<file path="src/rtl/ahb_lite_pkg.sv">
// Shared AHB-Lite encodings (HTRANS/HSIZE/HBURST) and the master's address-phase state type.
package ahb_lite_pkg;

    typedef enum logic [1:0] {
        HTRANS_IDLE   = 2'b00,
        HTRANS_BUSY   = 2'b01,
        HTRANS_NONSEQ = 2'b10,
        HTRANS_SEQ    = 2'b11
    } htrans_e;

    typedef enum logic [2:0] {
        HSIZE_BYTE   = 3'b000,
        HSIZE_HALF   = 3'b001,
        HSIZE_WORD   = 3'b010,
        HSIZE_DWORD  = 3'b011,
        HSIZE_4WORD  = 3'b100,
        HSIZE_8WORD  = 3'b101,
        HSIZE_16WORD = 3'b110,
        HSIZE_32WORD = 3'b111
    } hsize_e;

    typedef enum logic [2:0] {
        HBURST_SINGLE = 3'b000,
        HBURST_INCR   = 3'b001,
        HBURST_WRAP4  = 3'b010,
        HBURST_INCR4  = 3'b011,
        HBURST_WRAP8  = 3'b100,
        HBURST_INCR8  = 3'b101,
        HBURST_WRAP16 = 3'b110,
        HBURST_INCR16 = 3'b111
    } hburst_e;

    // ADDR_HOLD parks a command behind a two-cycle ERROR before it is re-issued.
    typedef enum logic [1:0] {
        ADDR_EMPTY  = 2'b00,
        ADDR_ACTIVE = 2'b01,
        ADDR_HOLD   = 2'b10
    } addrState_e;

endpackage

</file>
<file path="src/rtl/ahb_lite_lane_rep.sv">
// Byte-lane helper: replicates narrow write data across all lanes and extracts
// the addressed lane of narrow read data, zero-extended to bit 0.
module ahb_lite_lane_rep
    import ahb_lite_pkg::*;
#(
    parameter int HDATA_WIDTH = 32
) (
    input  logic [HDATA_WIDTH-1:0]             wdata_i,
    input  logic [2:0]                         wsize_i,
    input  logic [HDATA_WIDTH-1:0]             rdata_i,
    input  logic [$clog2(HDATA_WIDTH/8)-1:0]   rlane_i,
    input  logic [2:0]                         rsize_i,
    output logic [HDATA_WIDTH-1:0]             wdata_o,
    output logic [HDATA_WIDTH-1:0]             rdata_o
);

    localparam int NB = HDATA_WIDTH / 8;

    logic [HDATA_WIDTH-1:0] shifted;
    logic [HDATA_WIDTH-1:0] mask;

    always_comb begin
        case (wsize_i)
            HSIZE_BYTE: wdata_o = {NB{wdata_i[7:0]}};
            HSIZE_HALF: wdata_o = {(NB / 2){wdata_i[15:0]}};
            HSIZE_WORD: wdata_o = {(NB / 4){wdata_i[31:0]}};
            default:    wdata_o = wdata_i;
        endcase
    end

    always_comb begin
        shifted = rdata_i >> {rlane_i, 3'b000};
        mask    = '0;
        case (rsize_i)
            HSIZE_BYTE: mask[7:0]  = '1;
            HSIZE_HALF: mask[15:0] = '1;
            HSIZE_WORD: mask[31:0] = '1;
            default:    mask       = '1;
        endcase
        rdata_o = shifted & mask;
    end

endmodule

</file>
<file path="src/rtl/ahb_lite_master.sv">
// Single-transfer pipelined AHB-Lite master with two-cycle ERROR re-issue.
// Define AHB_LITE_MASTER_LANE_REP_EN to enable narrow-transfer lane replicate/extract.
module ahb_lite_master
    import ahb_lite_pkg::*;
#(
    parameter int HADDR_WIDTH = 32,
    parameter int HDATA_WIDTH = 32
) (
    input  logic                   HCLK,
    input  logic                   HRESET,
    input  logic                   cmd_valid,
    output logic                   cmd_ready,
    input  logic [HADDR_WIDTH-1:0] cmd_addr,
    input  logic                   cmd_write,
    input  logic [2:0]             cmd_size,
    input  logic [HDATA_WIDTH-1:0] cmd_wdata,
    output logic                   rsp_valid,
    output logic [HDATA_WIDTH-1:0] rsp_rdata,
    output logic                   rsp_err,
    output logic [HADDR_WIDTH-1:0] HADDR,
    output logic [1:0]             HTRANS,
    output logic [2:0]             HSIZE,
    output logic [2:0]             HBURST,
    output logic                   HWRITE,
    output logic [HDATA_WIDTH-1:0] HWDATA,
    input  logic [HDATA_WIDTH-1:0] HRDATA,
    input  logic                   HREADY,
    input  logic                   HRESP
);

    localparam int LANE_W = $clog2(HDATA_WIDTH / 8);

    addrState_e             aState_q, aState_d;
    htrans_e                htrans_q;
    logic [HADDR_WIDTH-1:0] haddr_q, haddr_d;
    logic [2:0]             hsize_q, hsize_d;
    logic                   hwrite_q, hwrite_d;
    logic [HDATA_WIDTH-1:0] aWdata_q, aWdata_d;
    logic                   dValid_q, dValid_d;
    logic                   dWrite_q, dWrite_d;
    logic [HDATA_WIDTH-1:0] hwdata_q, hwdata_d;

    logic                   cmdReady;
    logic                   accept;
    logic                   addrMove;
    logic                   errFirst;
    logic [HDATA_WIDTH-1:0] wdataLane;
    logic [HDATA_WIDTH-1:0] rdataLane;

    always_ff @(posedge HCLK) begin
        if (HRESET) begin
            aState_q <= ADDR_EMPTY;
            htrans_q <= HTRANS_IDLE;
        end else begin
            aState_q <= aState_d;
            htrans_q <= (aState_d == ADDR_ACTIVE) ? HTRANS_NONSEQ : HTRANS_IDLE;
        end
    end

    always_comb begin
        aState_d = aState_q;
        case (aState_q)
            ADDR_EMPTY:  if (accept) aState_d = ADDR_ACTIVE;
            ADDR_ACTIVE: begin
                if (errFirst)
                    aState_d = ADDR_HOLD;
                else if (addrMove && !accept)
                    aState_d = ADDR_EMPTY;
            end
            ADDR_HOLD:   if (HREADY) aState_d = ADDR_ACTIVE;
            default:     aState_d = ADDR_EMPTY;
        endcase
    end

    always_comb begin
        cmdReady = !HRESET && (aState_q != ADDR_HOLD) && ((aState_q == ADDR_EMPTY) || HREADY);
        accept   = cmd_valid && cmdReady;
        addrMove = (aState_q == ADDR_ACTIVE) && HREADY;
        errFirst = dValid_q && HRESP && !HREADY && (aState_q == ADDR_ACTIVE);
    end

    // Address-phase command is reloaded only on accept; data phase advances only on HREADY.
    always_comb begin
        haddr_d  = haddr_q;
        hsize_d  = hsize_q;
        hwrite_d = hwrite_q;
        aWdata_d = aWdata_q;
        dValid_d = dValid_q;
        dWrite_d = dWrite_q;
        hwdata_d = hwdata_q;
        if (accept) begin
            haddr_d  = cmd_addr;
            hsize_d  = cmd_size;
            hwrite_d = cmd_write;
            aWdata_d = cmd_write ? wdataLane : '0;
        end
        if (HREADY) begin
            dValid_d = addrMove;
            if (addrMove) begin
                dWrite_d = hwrite_q;
                hwdata_d = aWdata_q;
            end
        end
    end

    always_ff @(posedge HCLK) begin
        if (HRESET) begin
            haddr_q  <= '0;
            hsize_q  <= HSIZE_BYTE;
            hwrite_q <= 1'b0;
            aWdata_q <= '0;
            dValid_q <= 1'b0;
            dWrite_q <= 1'b0;
            hwdata_q <= '0;
        end else begin
            haddr_q  <= haddr_d;
            hsize_q  <= hsize_d;
            hwrite_q <= hwrite_d;
            aWdata_q <= aWdata_d;
            dValid_q <= dValid_d;
            dWrite_q <= dWrite_d;
            hwdata_q <= hwdata_d;
        end
    end

`ifdef AHB_LITE_MASTER_LANE_REP_EN
    logic [LANE_W-1:0] dLane_q, dLane_d;
    logic [2:0]        dSize_q, dSize_d;

    always_comb begin
        dLane_d = dLane_q;
        dSize_d = dSize_q;
        if (addrMove) begin
            dLane_d = haddr_q[LANE_W-1:0];
            dSize_d = hsize_q;
        end
    end

    always_ff @(posedge HCLK) begin
        if (HRESET) begin
            dLane_q <= '0;
            dSize_q <= HSIZE_BYTE;
        end else begin
            dLane_q <= dLane_d;
            dSize_q <= dSize_d;
        end
    end

    ahb_lite_lane_rep #(
        .HDATA_WIDTH (HDATA_WIDTH)
    ) u_laneRep (
        .wdata_i (cmd_wdata),
        .wsize_i (cmd_size),
        .rdata_i (HRDATA),
        .rlane_i (dLane_q),
        .rsize_i (dSize_q),
        .wdata_o (wdataLane),
        .rdata_o (rdataLane)
    );
`else
    assign wdataLane = cmd_wdata;
    assign rdataLane = HRDATA;
`endif

    always_comb begin
        rsp_valid = !HRESET && dValid_q && HREADY;
        rsp_err   = rsp_valid && HRESP;
        rsp_rdata = (rsp_valid && !dWrite_q) ? rdataLane : '0;
    end

    assign cmd_ready = cmdReady;
    assign HADDR     = haddr_q;
    assign HTRANS    = htrans_q;
    assign HSIZE     = hsize_q;
    assign HBURST    = HBURST_SINGLE;
    assign HWRITE    = hwrite_q;
    assign HWDATA    = hwdata_q;

`ifndef SYNTHESIS
    logic cmdLegal;
    always_comb begin
        cmdLegal = ((32'd8 << cmd_size) <= 32'(HDATA_WIDTH)) &&
                   ((cmd_addr & HADDR_WIDTH'((32'd1 << cmd_size) - 32'd1)) == '0);
    end

    aCmdLegal: assert property (@(posedge HCLK) disable iff (HRESET) cmd_valid |-> cmdLegal);
`endif

endmodule
</file>
<file path="config.mk">
export PLATFORM = sky130hd
export DESIGN_NAME = ahb_lite_master
export DESIGN_NICKNAME = d
export VERILOG_FILES = /design/src/rtl/ahb_lite_pkg.sv /design/src/rtl/ahb_lite_lane_rep.sv /design/src/rtl/ahb_lite_master.sv
export SDC_FILE = /design/constraint.sdc
export NUM_CORES = 1
export LEC_CHECK = 0
export CAP_MARGIN = 20
export CORE_MARGIN = 4
export CORE_UTILIZATION = 37
export DETAILED_ROUTE_END_ITERATION = 10
export GPL_ROUTABILITY_DRIVEN = 0
export GPL_TIMING_DRIVEN = 0
export PLACE_DENSITY = 0.8
export SETUP_SLACK_MARGIN = 0.02
export SLEW_MARGIN = 20
export SYNTH_ARGS = -nofsm -noshare
export SYNTH_HDL_FRONTEND = slang
export SYNTH_HIERARCHICAL = 1
export SYNTH_SLANG_ARGS = --single-unit
</file>
<file path="constraint.sdc">
create_clock -name HCLK -period 3.15 [get_ports HCLK]
set_input_delay 0.7875 -clock HCLK [delete_from_list [all_inputs] [get_ports HCLK]]
set_output_delay 0.7875 -clock HCLK [all_outputs]
set_load 0.1 [all_outputs]
</file>
; ---- Word-level counts from Yosys, hierarchy flattened
; Index checks and enable logic that the tools add are counted.
[op_classes]
mux = 8
n_eq_ne = 4
reduce_logical = 19
[op_table]
columns = cell, n
row1 = $mux W32, 2
row2 = $logic_and A1 B1 Y1, 12
row3 = $mux W2, 5
row4 = $pmux W2 S3, 1
row5 = $eq A2 B1 Y1 const B, 2
row6 = $logic_not A1 Y1, 4
row7 = $eq A2 B2 Y1 const B, 1
row8 = $logic_not A2 Y1, 1
row9 = $ne A2 B2 Y1 const B, 1
row10 = $reduce_and A2 Y1, 1
row11 = $logic_or A1 B1 Y1, 1
[word_totals]
out_inout_bits = 108
regBits = 106
wordCells = 40

; ---- Depth between registers and ports, before layout
; Gate-level depths: netlist (run 1).
[logic_depth]
word_depth = 11
mapped_depth = 6

; ---- Worst setup path before layout (run 1)
; OpenSTA, ideal clock, no wires.
[synth_path]
path_kind = input to output
startpoint = input port HRESET
endpoint = output port cmd_ready
t_arrival_ns = 3.440
setup_slack_ns = -1.077
required_time_ns = 2.362
path_buffers = 3
cell_stages = 4
cell_sequence = clkbuf_1 clkbuf_1 clkbuf_1 nor3_1
[synth_between]
elab_chain_len = 3
[synth_rtl]
columns = element, line_no
row1 = from (decl), ahb_lite_master.sv:10  ; input logic HRESET,
row2 = $logic_not A1 Y1, ahb_lite_master.sv:76  ; cmdReady = !HRESET && (aState_q != ADDR_HOLD) && ((aState_q == ADDR_EMPTY) || HREADY);
row3 = $logic_and A1 B1 Y1 (2 in series), ahb_lite_master.sv:76
row4 = to (decl), ahb_lite_master.sv:12  ; output logic cmd_ready,
; Every way passes these cells.

; ---- Worst setup path in the final report (run 1)
[layout_path]
startpoint = input port HRESET
endpoint = output port rsp_rdata[24]
[layout_between]
elab_chain_len = 5
[layout_rtl]
columns = element, line_no
row1 = $logic_not A1 Y1, ahb_lite_master.sv:166  ; rsp_valid = !HRESET && dValid_q && HREADY;
row2 = $logic_and A1 B1 Y1 (2 in series), ahb_lite_master.sv:166
row3 = $logic_and A1 B1 Y1, ahb_lite_master.sv:168  ; rsp_rdata = (rsp_valid && !dWrite_q) ? rdataLane : '0;
row4 = $mux W32, ahb_lite_master.sv:168
row5 = to (decl), ahb_lite_master.sv:18  ; output logic [HDATA_WIDTH-1:0] rsp_rdata,
; Every way passes these cells.

==> parameters.txt, run 1 <==
Parameter                              Value

Layout
  Total area of sequential cells    0.00210 mm2
  Multi-input gate area    0.00207 mm2
  Most frequent standard cell in the layout excluding fill and tap cells    clkdlybuf4s50_1
  Fillers    970
  Share of final-layout standard cells stronger than drive strength 1    10.5%
  Area Growth Syn to Fin    63.0%
  Most frequent cells in the layout    171 x clkdlybuf4s50_1, 105 x dfxtp_1, 100 x nand2_1
  Cell area after layout    0.00702 mm2
  Number of nets in the layout    792
  Antenna diodes    0

Clock tree
  Clk pin slew, worst setup/hold paths    0.07 ns
  H-tree depth    3
  Sinks on the clock net    105
  Hold Buf Count CTS    0
  Library cell used as clock root buffer    clkbuf_16
  Clock insertion delay at the later pin of the skew report    0.34 ns
  Cts bufs inserted    9
  Clk buf depth    2
  CTS tree    done

Outcome
  Run status    completed

Drt
  Via count    3,878
  DR iter-0 viols    151
  Detailed-router iteration count before antenna repair    4
  Number of antenna-violating nets in the routed design    0
  Via count normalized by instance count    4.64
  Routed Wire Length    12.8 mm
  Routed WL per cell    15.3 um
  DRC    0

Worst setup path
  Type of the worst setup path    input port to primary output
  Worst setup path startpoint    HRESET
  Logic depth of the worst register-to-register path    5
  Critical Path AT    2.27 ns
  Critical Path, Cell by Cell    clkdlybuf4s50_1 -> clkbuf_8 -> nor3_4 -> clkbuf_4 -> and2_1 -> buf_8
  Element type at the critical path start    input port
  Critical R2R Launch    aState_q[1]
  Highest-delay cell along the critical path    clkdlybuf4s50_1
  Crit Path Max Fanout    10
  Worst setup EP type    primary output
  Worst path max stage delay    0.43 ns
  Endpoint of the lowest-slack register-to-register path    HADDR[0]
  Critical path required time    2.36 ns
  R2R setup slack    1.10 ns

Yosys
  Sequential share of the synthesized area    48.8%
  Most area-hungry cell type in the Yosys netlist    dfxtp_1
  Main area contributors after synthesis    dfxtp_1 49%, mux2_1 9.4%, nand2_1 8.7%
  Flip-flop and latch count after synthesis    105
  Area of the mapped netlist    0.00431 mm2
  Area share of the leading cell type in the synthesized netlist    48.8%
  Yosys warns    6
  Cell count after synthesis    466
  Count of unique library cells instantiated by Yosys    22
  Post-Synthesis Mean Instance Area    9.25 um2

Placement
  Post-Place Setup Slack    -1.43 ns
  Post-Place Cell Area    0.00659 mm2
  Number of port buffers    207
  Dpl hpwl    9.89 mm

Hold path
  Min-delay worst type    flip-flop to flip-flop
  Hold-critical path endpoint    HWDATA[24]
  Worst min-delay path startpoint    aWdata_q[24]
  Count of cells along the worst hold path    2

Timing
  Final clock skew    0.00632 ns
  Max frequency    0.327 GHz
  Shortest period the worst path allows    3.06 ns
  Least-Margin Pin Slew    1.03 ns
  Final hold vios    0
  Setup ws final    0.0906 ns
  Setup violators final    0
  Final Max Slew Viols    0
  Post-route fraction of the period consumed by the critical path    97.1%
  Max_slew headroom    31.1%
  RSZ-0062 raised after global routing    true

Power and ir drop
  Leakage power total    2.88 nW
  Power per cell area    478 mW/mm2
  Worst IR drop on VDD    0.000341 V

Global routing
  Via count of the first global-routing pass    4,001
  Number of antenna violations at the first check in global routing    0
  Congestion Overflow GR    0
  Overall track demand over capacity in global routing    18.6%
  Maximum number of pins on one net before global-route repair    19
  Global-route wire length before repair    19.8 mm

Floorplan
  I/O Pins    213
  Die ar.    0.0134 mm2
  Vertical extent of the die    116 um
  Standard-cell rows    39
  Area of the core    0.0114 mm2
  Starting utilization of the core area    37.7%
  Die X-Extent    116 um

Flow run
  Number of max-cap violations    0
## cells by family after synthesis
| group | after synthesis | share of synthesized area (%) |
|---|---|---|
| and+or+nand+nor | 214 | 25.3 |
| buffers and inverters | 39 | 4.30 |
| AOI/OAI and AO/OA | 39 | 4.73 |
| other | 1 | 0.0870 |
| DFF | 105 | 48.8 |
| muxes | 68 | 16.8 |
## cell usage after synthesis
cell type / count
o32ai_1: 2
buf_6: 2
nor2b_1: 40
nand2b_1: 34
a31oi_1: 1
nand2_1: 100
nor3_1: 3
buf_1: 1
mux2i_1: 32
or4b_1: 1
mux2_1: 36
and3b_1: 1
buf_4: 5
nand3b_1: 1
nor2_1: 1
inv_1: 1
conb_1: 1
buf_2: 4
and2_1: 33
dfxtp_1: 105
a21oi_1: 36
clkbuf_1: 26
## worst max-delay path: cells and delay by family
family,cells,cell delay (ns)
and+or+nand+nor,2,0.41
buffers and inverters,4,1.07
## sequential cells by signal, summed over array words and instances, names as in the netlist
register / flops
HADDR: 32
HSIZE: 3
HTRANS: 1
HWDATA: 32
HWRITE: 1
aState_q: 2
aWdata_q: 32
dValid_q: 1
dWrite_q: 1
## worst max path at each step
stage,endpoint,slack [ns]
after floorplan,rsp_rdata[10],0.08
after global placement,cmd_ready,-1.48
after detailed placement,cmd_ready,-1.43
after CTS,rsp_rdata[24],0.02
after global routing,rsp_rdata[4],-0.005
final,rsp_rdata[24],0.09
## metal layers
metal	up-vias	global-route usage (%)	wire length, um
li1	1931	-	-
met1	1764	20.4	4890
met2	164	33.4	6310
met3	19	6.42	1350
met4	0	6.34	210
met5	-	0	0
## layout make-up
| type | instances | share of cell area [%] |
|---|---|---|
| multi-input cells | 325 | 29.4 |
| inverters | 1 | 0.0534 |
| clock inverters | 6 | 0.713 |
| repair buffers | 207 | 30.9 |
| well taps | 143 | 2.55 |
| plain buffers | 38 | 3.10 |
| clock buffers | 10 | 3.40 |
| flip-flops and latches | 105 | 29.9 |
## power by group
part           switching (mW)  internal (mW)
clock network           0.514          0.567
registers              0.0362           1.40
logic                   0.551          0.295
total                    1.10           2.26
## through the flow
| stage | hold slack, ns | cells | power [mW] | setup TNS (ns) | util [%] |
|---|---|---|---|---|---|
| final | 0.450 | 835 | 3.36 | 0 | 61.5 |
| after global routing | 0.469 | 835 | 3.48 | -0.0103 | 61.5 |
| after CTS | 0.456 | 835 | 3.38 | 0 | 61.2 |
| after detailed placement | 0.445 | 819 | 2.30 | -50.83 | 57.7 |
| after global placement | 0.439 | 819 | 2.29 | -51.11 | 57.7 |
| after floorplan | 0.432 | 469 | 2.02 | 0 | - |
## repair_timing
action / CTS / global route
setup endpoints to repair: 35 / 32
resized for setup: 263 / 11
buffers inserted: 0 / 0
pin swaps: 1 / 1
Power figures use the tool's default switching activity.
==> inputs of run 2 (changes only) <==
--- a/config.mk
+++ b/config.mk
@@ -7,11 +7,11 @@
 export LEC_CHECK = 0
 export CAP_MARGIN = 20
 export CORE_MARGIN = 4
-export CORE_UTILIZATION = 37
+export CORE_UTILIZATION = 36
 export DETAILED_ROUTE_END_ITERATION = 10
 export GPL_ROUTABILITY_DRIVEN = 0
 export GPL_TIMING_DRIVEN = 0
-export PLACE_DENSITY = 0.8
+export PLACE_DENSITY = 0.81
 export SETUP_SLACK_MARGIN = 0.02
 export SLEW_MARGIN = 20
 export SYNTH_ARGS = -nofsm -noshare
==> constraint.sdc (replaced) <==
create_clock -name HCLK -period 2.64 [get_ports HCLK]
set_input_delay 0.66 -clock HCLK [delete_from_list [all_inputs] [get_ports HCLK]]
set_output_delay 0.66 -clock HCLK [all_outputs]
set_load 0.1 [all_outputs]
==> run 2 against run 1 <==
Effect of this change:
- global-route usage up 1.3 points
- non-clock buffer count up 6
- combinational power up 22%
- clock skew about the same
- critical path depth up 1
- setup slack worse by 0.073 ns
- sequential power up 20%
- die area up 2.6%
- final area up 4.6%
- utilization up 2.0 points
==> parameters.txt, run 2 (synthesis results as in run 1) <==
Parameter                              Value

Outcome
  Run status    completed

Clock tree
  Hold Buf Count CTS    0
  H-tree depth    3
  CTS tree    done
  Sinks on the clock net    105
  Clk pin slew, worst setup/hold paths    0.06 ns
  Clock insertion delay at the later pin of the skew report    0.34 ns
  Library cell used as clock root buffer    clkbuf_16
  Cts bufs inserted    9
  Clk buf depth    2

Timing
  Final clock skew    0.00619 ns
  Setup violators final    0
  Max frequency    0.381 GHz
  Least-Margin Pin Slew    1.05 ns
  Setup ws final    0.0178 ns
  Final Max Slew Viols    0
  Final hold vios    0
  Final setup TNS    0 ns
  Post-route fraction of the period consumed by the critical path    99.3%
  Hold WS    0.453 ns
  Max_slew headroom    30.0%
  Shortest period the worst path allows    2.62 ns
  RSZ-0062 raised after global routing    true

Flow run
  Number of max-cap violations    0

Global routing
  Maximum number of pins on one net before global-route repair    18
  Number of antenna violations at the first check in global routing    0
  Overall track demand over capacity in global routing    19.9%
  Via count of the first global-routing pass    4,238
  Congestion Overflow GR    0
  Global-route wire length before repair    22.0 mm

Drt
  DRC    0
  Via count normalized by instance count    4.73
  Detailed-router iteration count before antenna repair    6
  DR iter-0 viols    128
  Via count    3,978
  Number of antenna-violating nets in the routed design    0
  Routed Wire Length    14.0 mm
  Routed WL per cell    16.6 um

Floorplan
  Starting utilization of the core area    37.3%
  Die ar.    0.0138 mm2
  Die X-Extent    117 um
  Area of the core    0.0116 mm2
  Standard-cell rows    39
  I/O Pins    213
  Vertical extent of the die    117 um

Layout
  Area Growth Syn to Fin    70.5%
  Share of final-layout standard cells stronger than drive strength 1    15.8%
  Multi-input gate area    0.00211 mm2
  Fillers    920
  Most frequent standard cell in the layout excluding fill and tap cells    clkdlybuf4s50_1
  Antenna diodes    0
  Total area of sequential cells    0.00210 mm2
  Most frequent cells in the layout    170 x clkdlybuf4s50_1, 105 x dfxtp_1, 99 x nand2_1
  Number of nets in the layout    798
  Cell area after layout    0.00735 mm2

Hold path
  Min-delay worst type    flip-flop to flip-flop

Placement
  Dpl hpwl    10.8 mm
  Number of port buffers    207
  Post-Place Setup Slack    -1.95 ns
  Post-Place Cell Area    0.00663 mm2

Worst setup path
  Element type at the critical path start    input port
  Worst path max stage delay    0.28 ns
  Critical path required time    1.98 ns
  Type of the worst setup path    input port to primary output
  Family of cells with the greatest summed delay on the critical path    buffers and inverters
  Buffering stage count on the worst path with inverters included    5
  Highest-delay cell along the critical path    dlygate4sd2_1
  Critical Path, Cell by Cell    dlygate4sd2_1 -> buf_8 -> nor3_4 -> buf_6 -> clkbuf_8 -> and2_2 -> buf_8
  Worst setup EP type    primary output
  Critical Path AT    1.96 ns
  Crit Path Max Fanout    6
  Most repeated library cell on the critical path    buf_8

Power and ir drop
  Worst IR drop on VDD    0.000430 V
  Leakage power total    3.00 nW
  Power per cell area    571 mW/mm2
  Total power consumption of the routed design    4.20 mW
## run 2: what timing repair did
item,CTS,global route
setup buffers,4,0
cloned,2,0
pin swaps,1,0
gates resized for setup,305,24
endpoints found under the setup margin,55,32
## run 2: metal layers
layer  wire length (um)  vias to the layer above  global-route usage [%]
li1                   -                     1941                       -
met2               7400                      163                    37.4
met4                241                        0                    5.65
met5                  0                        -                       0
met1               5480                     1855                    21.8
met3                883                       19                    5.39
## run 2: layout make-up
cell class                      count  share of cell area (%)
Tap cell                          143                    2.43
Buffer                             38                    3.25
Inverter                            1                  0.0511
Clock inverter                      6                    1.21
Timing Repair Buffer              213                    32.5
Clock buffer                       10                    3.25
Multi-Input combinational cell    325                    28.7
Sequential cell                   105                    28.6
## run 2: worst register-to-register path: stages (launching register included)
cell and delay [ns]:
dfxtp_1 0.43, nor2b_1 0.36, or4b_1 0.18, clkbuf_1 0.19
buf_2 0.31, mux2_1 0.36
## run 2: stage by stage
step	instances	util, %
detailed placement	819	57.3
global route	841	63.6
CTS	841	62.8
global placement	819	57.3
floorplan	469	-
finish	841	63.6
## run 2: worst paths after layout
| kind | slack, ns | start | to | cells past startpoint |
|---|---|---|---|---|
| worst max register to register | 0.71 | aState_q[1] | HADDR[0] | 5 |
| worst min register to register | 0.45 | HWDATA[30] | HWDATA[30] | 2 |
| worst min-delay path | 0.45 | HWDATA[30] | HWDATA[30] | 2 |
| worst max-delay path | 0.02 | HRESET | rsp_rdata[22] | 7 |
## run 2: power by group
part           internal, mW  switching (mW)
Clock                 0.859           0.594
Sequential             1.67          0.0426
Combinational         0.366           0.668
Total                  2.89            1.30
==> inputs of run 3 (changes only) <==
--- a/config.mk
+++ b/config.mk
@@ -13,7 +13,6 @@
 export GPL_TIMING_DRIVEN = 0
 export PLACE_DENSITY = 0.81
 export SETUP_SLACK_MARGIN = 0.02
-export SLEW_MARGIN = 20
 export SYNTH_ARGS = -nofsm -noshare
 export SYNTH_HDL_FRONTEND = slang
 export SYNTH_HIERARCHICAL = 1
==> results of run 3 <==
Final layout, timing and power as in run 2 (identical DEF).
